<file path="src/rtl/timer_pkg.sv">
// Shared definitions for the timer_counter slice: FSM states, flag bit
// positions and the default counter width.
package timer_pkg;

  localparam int unsigned DEFAULT_WIDTH = 16;

  // Bit positions within the two-bit flag vector and flag_clr
  localparam int unsigned FLAG_MATCH = 0;
  localparam int unsigned FLAG_OVF   = 1;
  localparam int unsigned NUM_FLAGS  = 2;

  typedef enum logic [1:0] {
    IDLE = 2'd0,
    RUN  = 2'd1,
    DONE = 2'd2
  } state_t;

endpackage

</file>
<file path="src/rtl/tick_sync.sv">
// Turns the prescaler's divided clock into a one-cycle count-enable tick in
// the clk domain: two-flop synchroniser, rising-edge detector, bypass mux.
module tick_sync (
  input  logic clk,
  input  logic rst,
  input  logic presc_clk,
  input  logic bypass,
  output logic tick
);

  logic s1;
  logic s2;
  logic prev;

  // Synchroniser and edge-history flops keep sampling even in bypass so that
  // leaving bypass cannot fabricate an extra edge.
  always_ff @(posedge clk or negedge rst) begin
    if (!rst) begin
      s1   <= 1'b0;
      s2   <= 1'b0;
      prev <= 1'b0;
    end else begin
      s1   <= presc_clk;
      s2   <= s1;
      prev <= s2;
    end
  end

  // One tick per synchronised rising edge, or every cycle when bypassed
  always_comb begin
    tick = 1'b0;
    if (bypass) begin
      tick = 1'b1;
    end else begin
      tick = s2 & ~prev;
    end
  end

endmodule

</file>
<file path="src/rtl/timer_counter.sv">
// Timer counter: counts prescaler ticks in RUN, raises sticky compare-match
// and overflow flags, supports periodic and one-shot operation.
module timer_counter
  import timer_pkg::*;
#(
  parameter int unsigned WIDTH = DEFAULT_WIDTH
) (
  input  logic                 clk,
  input  logic                 rst,
  input  logic                 presc_clk,
  input  logic                 bypass,
  input  logic                 start,
  input  logic                 stop,
  input  logic                 one_shot,
  input  logic [WIDTH-1:0]     period,
  input  logic [WIDTH-1:0]     compare,
  input  logic                 match_ie,
  input  logic                 ovf_ie,
  input  logic [NUM_FLAGS-1:0] flag_clr,
  output logic [WIDTH-1:0]     count,
  output logic                 match_flag,
  output logic                 ovf_flag,
  output logic                 irq,
  output logic                 busy
);

  localparam logic [WIDTH-1:0] ONE = {{(WIDTH-1){1'b0}}, 1'b1};

  state_t                 state_q;
  state_t                 state_n;
  logic [WIDTH-1:0]       count_q;
  logic [WIDTH-1:0]       count_n;
  logic [NUM_FLAGS-1:0]   flags_q;
  logic [NUM_FLAGS-1:0]   flags_n;
  logic [NUM_FLAGS-1:0]   flag_set;
  logic                   tick;

  tick_sync u_tick_sync (
    .clk       (clk),
    .rst       (rst),
    .presc_clk (presc_clk),
    .bypass    (bypass),
    .tick      (tick)
  );

  // State, count and flag registers
  always_ff @(posedge clk or negedge rst) begin
    if (!rst) begin
      state_q <= IDLE;
      count_q <= '0;
      flags_q <= '0;
    end else begin
      state_q <= state_n;
      count_q <= count_n;
      flags_q <= flags_n;
    end
  end

  // Next-state, next-count and flag-set logic. start outranks stop, and both
  // swallow a coincident tick.
  always_comb begin
    state_n  = state_q;
    count_n  = count_q;
    flag_set = '0;
    if (start) begin
      state_n = RUN;
      count_n = '0;
    end else if (stop) begin
      state_n = IDLE;
    end else if (state_q == RUN && tick) begin
      if (count_q == period) begin
        count_n            = '0;
        flag_set[FLAG_OVF] = 1'b1;
        if (one_shot) begin
          state_n = DONE;
        end
      end else begin
        count_n = count_q + ONE;
      end
      if (count_n == compare) begin
        flag_set[FLAG_MATCH] = 1'b1;
      end
    end
  end

  // Sticky flags: a set in the same cycle as its clear wins
  always_comb begin
    flags_n = (flags_q & ~flag_clr) | flag_set;
  end

  // Output decode
  always_comb begin
    count      = count_q;
    match_flag = flags_q[FLAG_MATCH];
    ovf_flag   = flags_q[FLAG_OVF];
    irq        = (flags_q[FLAG_MATCH] & match_ie) | (flags_q[FLAG_OVF] & ovf_ie);
    busy       = (state_q == RUN);
  end

endmodule

</file>
<file path="config.mk">
export PLATFORM = sky130hd
export DESIGN_NAME = timer_counter
export DESIGN_NICKNAME = d
export VERILOG_FILES = /design/src/rtl/timer_pkg.sv /design/src/rtl/tick_sync.sv /design/src/rtl/timer_counter.sv
export SDC_FILE = /design/constraint.sdc
export NUM_CORES = 1
export LEC_CHECK = 0
export CORE_ASPECT_RATIO = 0.75
export CORE_MARGIN = 3
export CORE_UTILIZATION = 50
export CTS_CLUSTER_DIAMETER = 30
export CTS_CLUSTER_SIZE = 28
export DETAILED_ROUTE_END_ITERATION = 12
export HOLD_SLACK_MARGIN = 0.15
export PLACE_DENSITY_LB_ADDON = 0.12
export REMOVE_ABC_BUFFERS = 1
export SETUP_SLACK_MARGIN = 0.2
export SLEW_MARGIN = 40
export SYNTH_ARGS = -nofsm -noshare
export SYNTH_HDL_FRONTEND = slang
export SYNTH_HIERARCHICAL = 1
export SYNTH_SLANG_ARGS = --single-unit
</file>
<file path="constraint.sdc">
create_clock -name clk -period 5.3 [get_ports clk]
set_clock_uncertainty 0.1 [all_clocks]
set_input_delay 1.59 -clock clk [delete_from_list [all_inputs] [get_ports clk]]
set_output_delay 1.59 -clock clk [all_outputs]
set_load 0.05 [all_outputs]
</file>
==> summary.txt, run 1 <==
Power and ir drop
  – Relative contribution of the clock network to total power: 0.305
  – Worst ir drop on vdd: 0.0966 mV
  – Combinational power share: 0.214
  – Power per standard cell area: 146 nW/um^2
  – Proportion of total power due to net switching: 0.267
  – Switching power: 0.100 mW
  – Static leakage power: between 0.9 and 1 nW
  – Internal power consumption: between 0.2 and 0.3 mW
  – Seq pwr share: 0.481

Drt
  – Routed wire length per instance: around 15 um
  – Number of nets still failing antenna checks after routing: 0
  – Number of vias in the routed layout: ~1.8k
  – Total detailed-routing wirelength: 4870 um
  – Drt first pass iters: 4
  – DRC violation count after routing: 0
  – Violation count after the first detailed-route iteration: roughly 110
  – Ratio of routed vias to standard cells: 5.62

Worst setup path
  – Kind of cell with the highest combined delay on the critical path: buffers and inverters
  – Dominant cell type by count on the critical path: clkdlybuf4s50_1
  – Ordered list of cells on the worst path: clkdlybuf4s50_1 > a22o_1 > clkdlybuf4s50_1
  – Crit end category: output pin
  – Element type at the critical path start: input pin
  – Largest stage delay on the critical path: just under 0.8 ns
  – Crit Path Max Fanout: 1
  – Worst endpoint data arrival time: 2.98 ns
  – Crit Path Class: input pin to output pin
  – Buffer and inverter count on the worst path: 2
  – Cell with the largest stage delay on the worst path: clkdlybuf4s50_1
  – Worst Path Required: 3.61 ns

Floorplan
  – Horizontal die dimension: 76.6 um
  – Initial standard-cell utilization of the core: 0.542
  – Y dimension of the die: 59.0 um
  – Core box area: approximately 3400 um^2
  – Total Die Area: about 4500 um^2
  – Boundary pin count: 63
  – Standard-cell row count: 18

Timing
  – Final hold viol count: 0
  – Count of pins over their slew limit: 0
  – Highest clock frequency the design can meet: 214 MHz
  – Crit path setup slack, layout: 0.633 ns
  – Setup_tns: 0 ns
  – Max-slew headroom: 0.638
  – Final critical-path share of the clock period: 0.881
  – Transition at the pin with the smallest max-transition slack: around 0.54 ns
  – Setup violators final: 0
  – Clock period minus final worst setup slack: 4.67 ns
  – Setup repair after global routing missed its margin: no
  – Worst hold slack across all endpoints: 0.261 ns

Synthesis
  – Number of flops mapped to enable cells by yosys: 0
  – Seq/Total Area, Yosys: 0.308
  – Yosys warning count: 6
  – Syn Area/Cell: 8.38 um^2
  – Flip-flop cell with the highest count after synthesis: dfrtp_1
  – Seq cells post-synth: 23
  – Cells after synthesis: approximately 220
  – Synth async-reset ratio: 1.00
  – Summed instance area of the synthesized netlist: 1870 um^2
  – Number of distinct library cell variants in the gate-level netlist after synthesis: 48

Clock network
  – Clock transition at the registers of the reported paths: 0.09 ns
  – Root buffer cell: clkbuf_8
  – CTS tree: done
  – Post CTS Setup Buffer Count: 0
  – Total number of H-tree levels: 1
  – Number of cells upsized or downsized after cts: 0
  – Number of sinks handled by clock tree synthesis: 23
  – Max clock buf depth: 2
  – Clock network latency to the later pin of the worst-skew pair: 0.27 ns
  – # hold bufs at CTS: 0
  – Number of buffers created by CTS: 3

Global routing
  – Overall Global Routing Usage: 0.226
  – Maximum number of pins on one net before global-route repair: 24
  – Number of antenna violations at the first check in global routing: 0
  – Residual overflow from global routing: 0
  – Via count of the first global-routing pass: around 1.7k
  – Wire length of the first global-routing pass: approximately 8000 um

Cells and area
  – Finished Cell Area: ~2600 um^2
  – Number of nets in the finished design: approximately 320
  – Ant diodes: 0
  – P&R area growth vs syn: 37.2%
  – Ratio of cells with drive above 1 in the final layout: 0.0860
  – Fraction of the core area covered by cells at the end of the flow: 0.744

Placement
  – Placed cell areas: 2520 um^2
  – Routability congestion estimate: 0.816
  – Worst slack at placement: 0.629 ns
  – Post-detailed-placement half-perimeter wirelength: 3710 um
  – Port buffer count: 62

Worst hold path
  – Hold Crit Class: flop to flop

Job
  – Number of max-capacitance violations reported: 0

Status
  – Run status: complete, no violations
-- layout make-up --
| type | count | area, um^2 |
|---|---|---|
| flip-flops and latches | 23 | 576 |
| inverters | 11 | 41.3 |
| repair buffers | 66 | 646 |
| clock buffers | 3 | 41.3 |
| clock inverters | 1 | 5.00 |
| well taps | 50 | 62.6 |
| multi-input cells | 175 | 1190 |
| fillers | 275 | 881 |
-- cell usage after synthesis (3+ instances only) --
cell type	n	area, um^2
a31oi_1	4	25.0
nand4_1	8	50.1
nand2b_1	4	25.0
nor2b_1	5	31.3
clkbuf_1	3	11.3
o21ai_0	31	155
nand3_1	8	40.0
inv_1	11	41.3
xor2_1	6	52.6
nor2_1	17	63.8
o31ai_1	5	37.5
dfrtp_1	23	576
buf_2	10	50.1
xnor2_1	30	263
a21oi_1	3	15.0
nand2_1	13	48.8
nor3_1	5	25.0
-- sequential cells by signal (all words and copies together) (netlist names) --
register / cells
count: 16
flags_q: 2
state_q: 2
u_tick_sync/prev: 1
u_tick_sync/s1: 1
u_tick_sync/s2: 1
-- logic make-up (layout without fill, tap and decap cells) --
group           count (synthesis)  after routing  synth area share
flops                          23             23             0.308
fa+ha+maj                       1              1           0.00669
buf+inv                        25             81            0.0569
compound gates                 59             59             0.198
xor+xnor                       37             37             0.177
simple gates                   78             78             0.253
-- layer usage --
layer,share of wire,track usage,up-vias
li1,-,-,901
met4,0.0035,0.0388,0
met1,0.46,0.313,886
met3,0.063,0.0505,2
met5,0,0,-
met2,0.47,0.373,59
-- per-stage QoR --
stage,power [mW],instances
floorplan,0.214,209
global placement,0.263,325
detailed placement,0.264,325
CTS,0.378,329
finish,0.375,329
global route,0.391,329
-- power by group through the flow --
stage / Sequential, mW / Combinational, mW / Clock [mW]
after floorplan: 0.186 / 0.0274 / 0
after global placement: 0.184 / 0.0796 / 0
after detailed placement: 0.184 / 0.0802 / 0
after CTS: 0.180 / 0.0807 / 0.117
after global routing: 0.181 / 0.0869 / 0.123
final: 0.180 / 0.0804 / 0.114
-- cell usage in the layout, fill, tap and decap left out, types with 2 or more instances in the layout --
cell type / instances
a21o_1: 2
a21oi_1: 3
a31oi_1: 4
and3_1: 2
buf_4: 4
clkbuf_8: 3
clkdlybuf4s50_1: 61
dfrtp_1: 23
inv_1: 11
nand2_1: 13
nand2b_1: 4
nand3_1: 8
nand3_2: 2
nand4_1: 8
nor2_1: 17
nor2b_1: 5
nor3_1: 5
nor4_2: 2
o21ai_0: 31
o22ai_1: 2
o31ai_1: 5
o41ai_1: 2
or3b_2: 2
xnor2_1: 30
xor2_1: 6
-- final timing paths --
kind	cells past startpoint	slack, ns	to	from
setup / recovery	3	0.63	irq	match_ie
hold / removal	0	0.26	u_tick_sync/s2	u_tick_sync/s1
setup reg to reg	8	2.49	flags_q[0]	count[3]
hold reg to reg	0	0.26	u_tick_sync/s2	u_tick_sync/s1
max in group asynchronous	1	3.54	count[2]	rst
min in group asynchronous	1	1.19	count[5]	rst
Power figures use the tool's default switching activity.
==> inputs of run 2 (changes only) <==
CORE_MARGIN = not set   (was 3)
==> summary.txt, run 2 (same netlist as run 1, synthesis figures left out) <==
Floorplan
  – Y dimension of the die: 55.0 um
  – Boundary pin count: 63
  – Standard-cell row count: 18
  – Initial standard-cell utilization of the core: 0.546
  – Total Die Area: 3990 um^2
  – Horizontal die dimension: 72.6 um
  – Core box area: about 3400 um^2

Worst setup path
  – Worst endpoint data arrival time: 2.96 ns
  – Cell with the largest stage delay on the worst path: clkdlybuf4s50_1
  – Reg-to-reg startpoint: count[3]
  – Crit Path Class: input pin to output pin
  – Crit Path Max Fanout: 1
  – Slack of the worst reg-to-reg path: 2.51 ns
  – Ordered list of cells on the worst path: clkdlybuf4s50_1 > a22o_1 > clkdlybuf4s50_1
  – Dominant cell type by count on the critical path: clkdlybuf4s50_1
  – Depth of the worst register-to-register path: 8
  – Largest stage delay on the critical path: 0.79 ns
  – Buffer and inverter count on the worst path: 2
  – Crit end category: output pin
  – Element type at the critical path start: input pin
  – Destination of the worst register-to-register timing path: flags_q[0]
  – Kind of cell with the highest combined delay on the critical path: buffers and inverters
  – Worst Path Required: ~3.6 ns
  – Number of cells on the critical path: 3

Timing
  – Crit path setup slack, layout: between 0.6 and 0.7 ns
  – Worst hold slack across all endpoints: 0.254 ns
  – Setup violators final: 0
  – Final critical-path share of the clock period: 0.878
  – Count of pins over their slew limit: 0
  – Setup repair after global routing missed its margin: no
  – Clock period minus final worst setup slack: 4.65 ns
  – Highest clock frequency the design can meet: 215 MHz
  – Max-slew headroom: 0.625
  – Setup_tns: 0 ns
  – Transition at the pin with the smallest max-transition slack: 0.563 ns
  – Final hold viol count: 0

Cells and area
  – Highest-count cells in the layout ignoring fill and taps: clkdlybuf4s50_1 (61), o21ai_0 (31), xnor2_1 (30), dfrtp_1 (23), nor2_1 (17)
  – Number of nets in the finished design: around 320
  – Ratio of cells with drive above 1 in the final layout: 0.0827
  – P&R area growth vs syn: 36.8%
  – Most common cell after layout, fill and taps aside: clkdlybuf4s50_1
  – Number of flip-flops under the largest register name: 16
  – Finished Cell Area: 2560 um^2
  – Ant diodes: 0

Worst hold path
  – Start point of the worst hold path: u_tick_sync/s1
  – End point of the worst hold path: u_tick_sync/s2
  – Depth of the worst hold-timing path: 0
  – Hold Crit Class: flop to flop

Clock network
  – # hold bufs at CTS: 0
  – Number of cells upsized or downsized after cts: 0
  – Clock network latency to the later pin of the worst-skew pair: ~0.27 ns
  – Number of sinks handled by clock tree synthesis: 23
  – Clock transition at the registers of the reported paths: about 0.09 ns
  – Root buffer cell: clkbuf_8
  – CTS tree: done
  – Total number of H-tree levels: 1
  – Max clock buf depth: 2
  – Post CTS Setup Buffer Count: 0
  – Number of buffers created by CTS: 3

Power and ir drop
  – Relative contribution of the clock network to total power: 0.303
  – Seq pwr share: 0.483
  – Power per standard cell area: 146 nW/um^2
  – Worst ir drop on vdd: roughly 0.12 mV
  – Switching power: 0.0992 mW
  – Proportion of total power due to net switching: 0.265
  – Internal power consumption: 0.274 mW
  – Static leakage power: 0.969 nW
  – Combinational power share: 0.215

Job
  – Number of max-capacitance violations reported: 0

Placement
  – Port buffer count: 62
  – Routability congestion estimate: 0.804
  – Placed cell areas: 2510 um^2
  – Post-detailed-placement half-perimeter wirelength: 3600 um
  – Worst slack at placement: 0.648 ns

Global routing
  – Via count of the first global-routing pass: 1596
  – Overall Global Routing Usage: 0.255
  – Residual overflow from global routing: 0
  – Number of antenna violations at the first check in global routing: 0
  – Wire length of the first global-routing pass: between 7000 and 8000 um
  – Maximum number of pins on one net before global-route repair: 24

Drt
  – Violation count after the first detailed-route iteration: a little over 100
  – DRC violation count after routing: 0
  – Number of vias in the routed layout: ~1.8k
  – Drt first pass iters: 4
  – Routed wire length per instance: 14.5 um
  – Total detailed-routing wirelength: 4770 um
  – Ratio of routed vias to standard cells: 5.56
  – Number of nets still failing antenna checks after routing: 0

Status
  – Run status: complete, no violations
run 2: metrics by stage:
stage,instances,utilization,power (mW)
after floorplan,209,-,0.214
after detailed placement,324,0.734,0.264
final,328,0.747,0.374
after CTS,328,0.747,0.376
after global routing,328,0.747,0.393
after global placement,324,0.735,0.263
run 2: final cells by class:
type | count | area (um^2)
multi-input cells | 175 | 1190
fillers | 270 | 866
repair buffers | 65 | 638
flip-flops and latches | 23 | 576
well taps | 50 | 62.6
clock buffers | 3 | 41.3
inverters | 11 | 41.3
clock inverters | 1 | 5.00
run 2: worst reg2reg max path: stages (launching register included):
cell	delay [ns]
dfrtp_1	0.53
nand4_1	0.31
nor4_2	0.55
nand3_1	0.21
xor2_1	0.28
xnor2_1	0.11
o32ai_1	0.26
a21oi_1	0.12
o32ai_2	0.25
run 2: layer usage:
layer  up-vias  track usage  wire [um]
met5         -            0          0
met1       856        0.369       2290
li1        899            -          -
met2        68        0.402       2060
met4         0       0.0523         12
met3         2       0.0471        408
run 2: how the worst max path moves through the flow:
stage          endpoint  slack [ns]       start
6_report            irq        0.65    match_ie
3_5_place_dp        irq        0.65    match_ie
2_1_floorplan  count[5]        0.86  period[10]
3_3_place_gp        irq        0.65    match_ie
4_1_cts             irq        0.64    match_ie
5_1_grt             irq        0.61    match_ie
run 2: power by group through the flow:
stage / clock [mW] / sequential [mW] / combinational, mW
finish: 0.113 / 0.180 / 0.0802
global route: 0.125 / 0.181 / 0.0866
CTS: 0.115 / 0.180 / 0.0803
detailed placement: 0 / 0.184 / 0.0799
global placement: 0 / 0.184 / 0.0790
floorplan: 0 / 0.186 / 0.0274
==> inputs of run 3 (changes only) <==
ABC_CLOCK_PERIOD_IN_PS = 5300   (was not set)
GPL_ROUTABILITY_DRIVEN = 0   (was not set)
==> results of run 3 <==
Same layout as run 2: the final DEF is identical, and so are final timing and power.
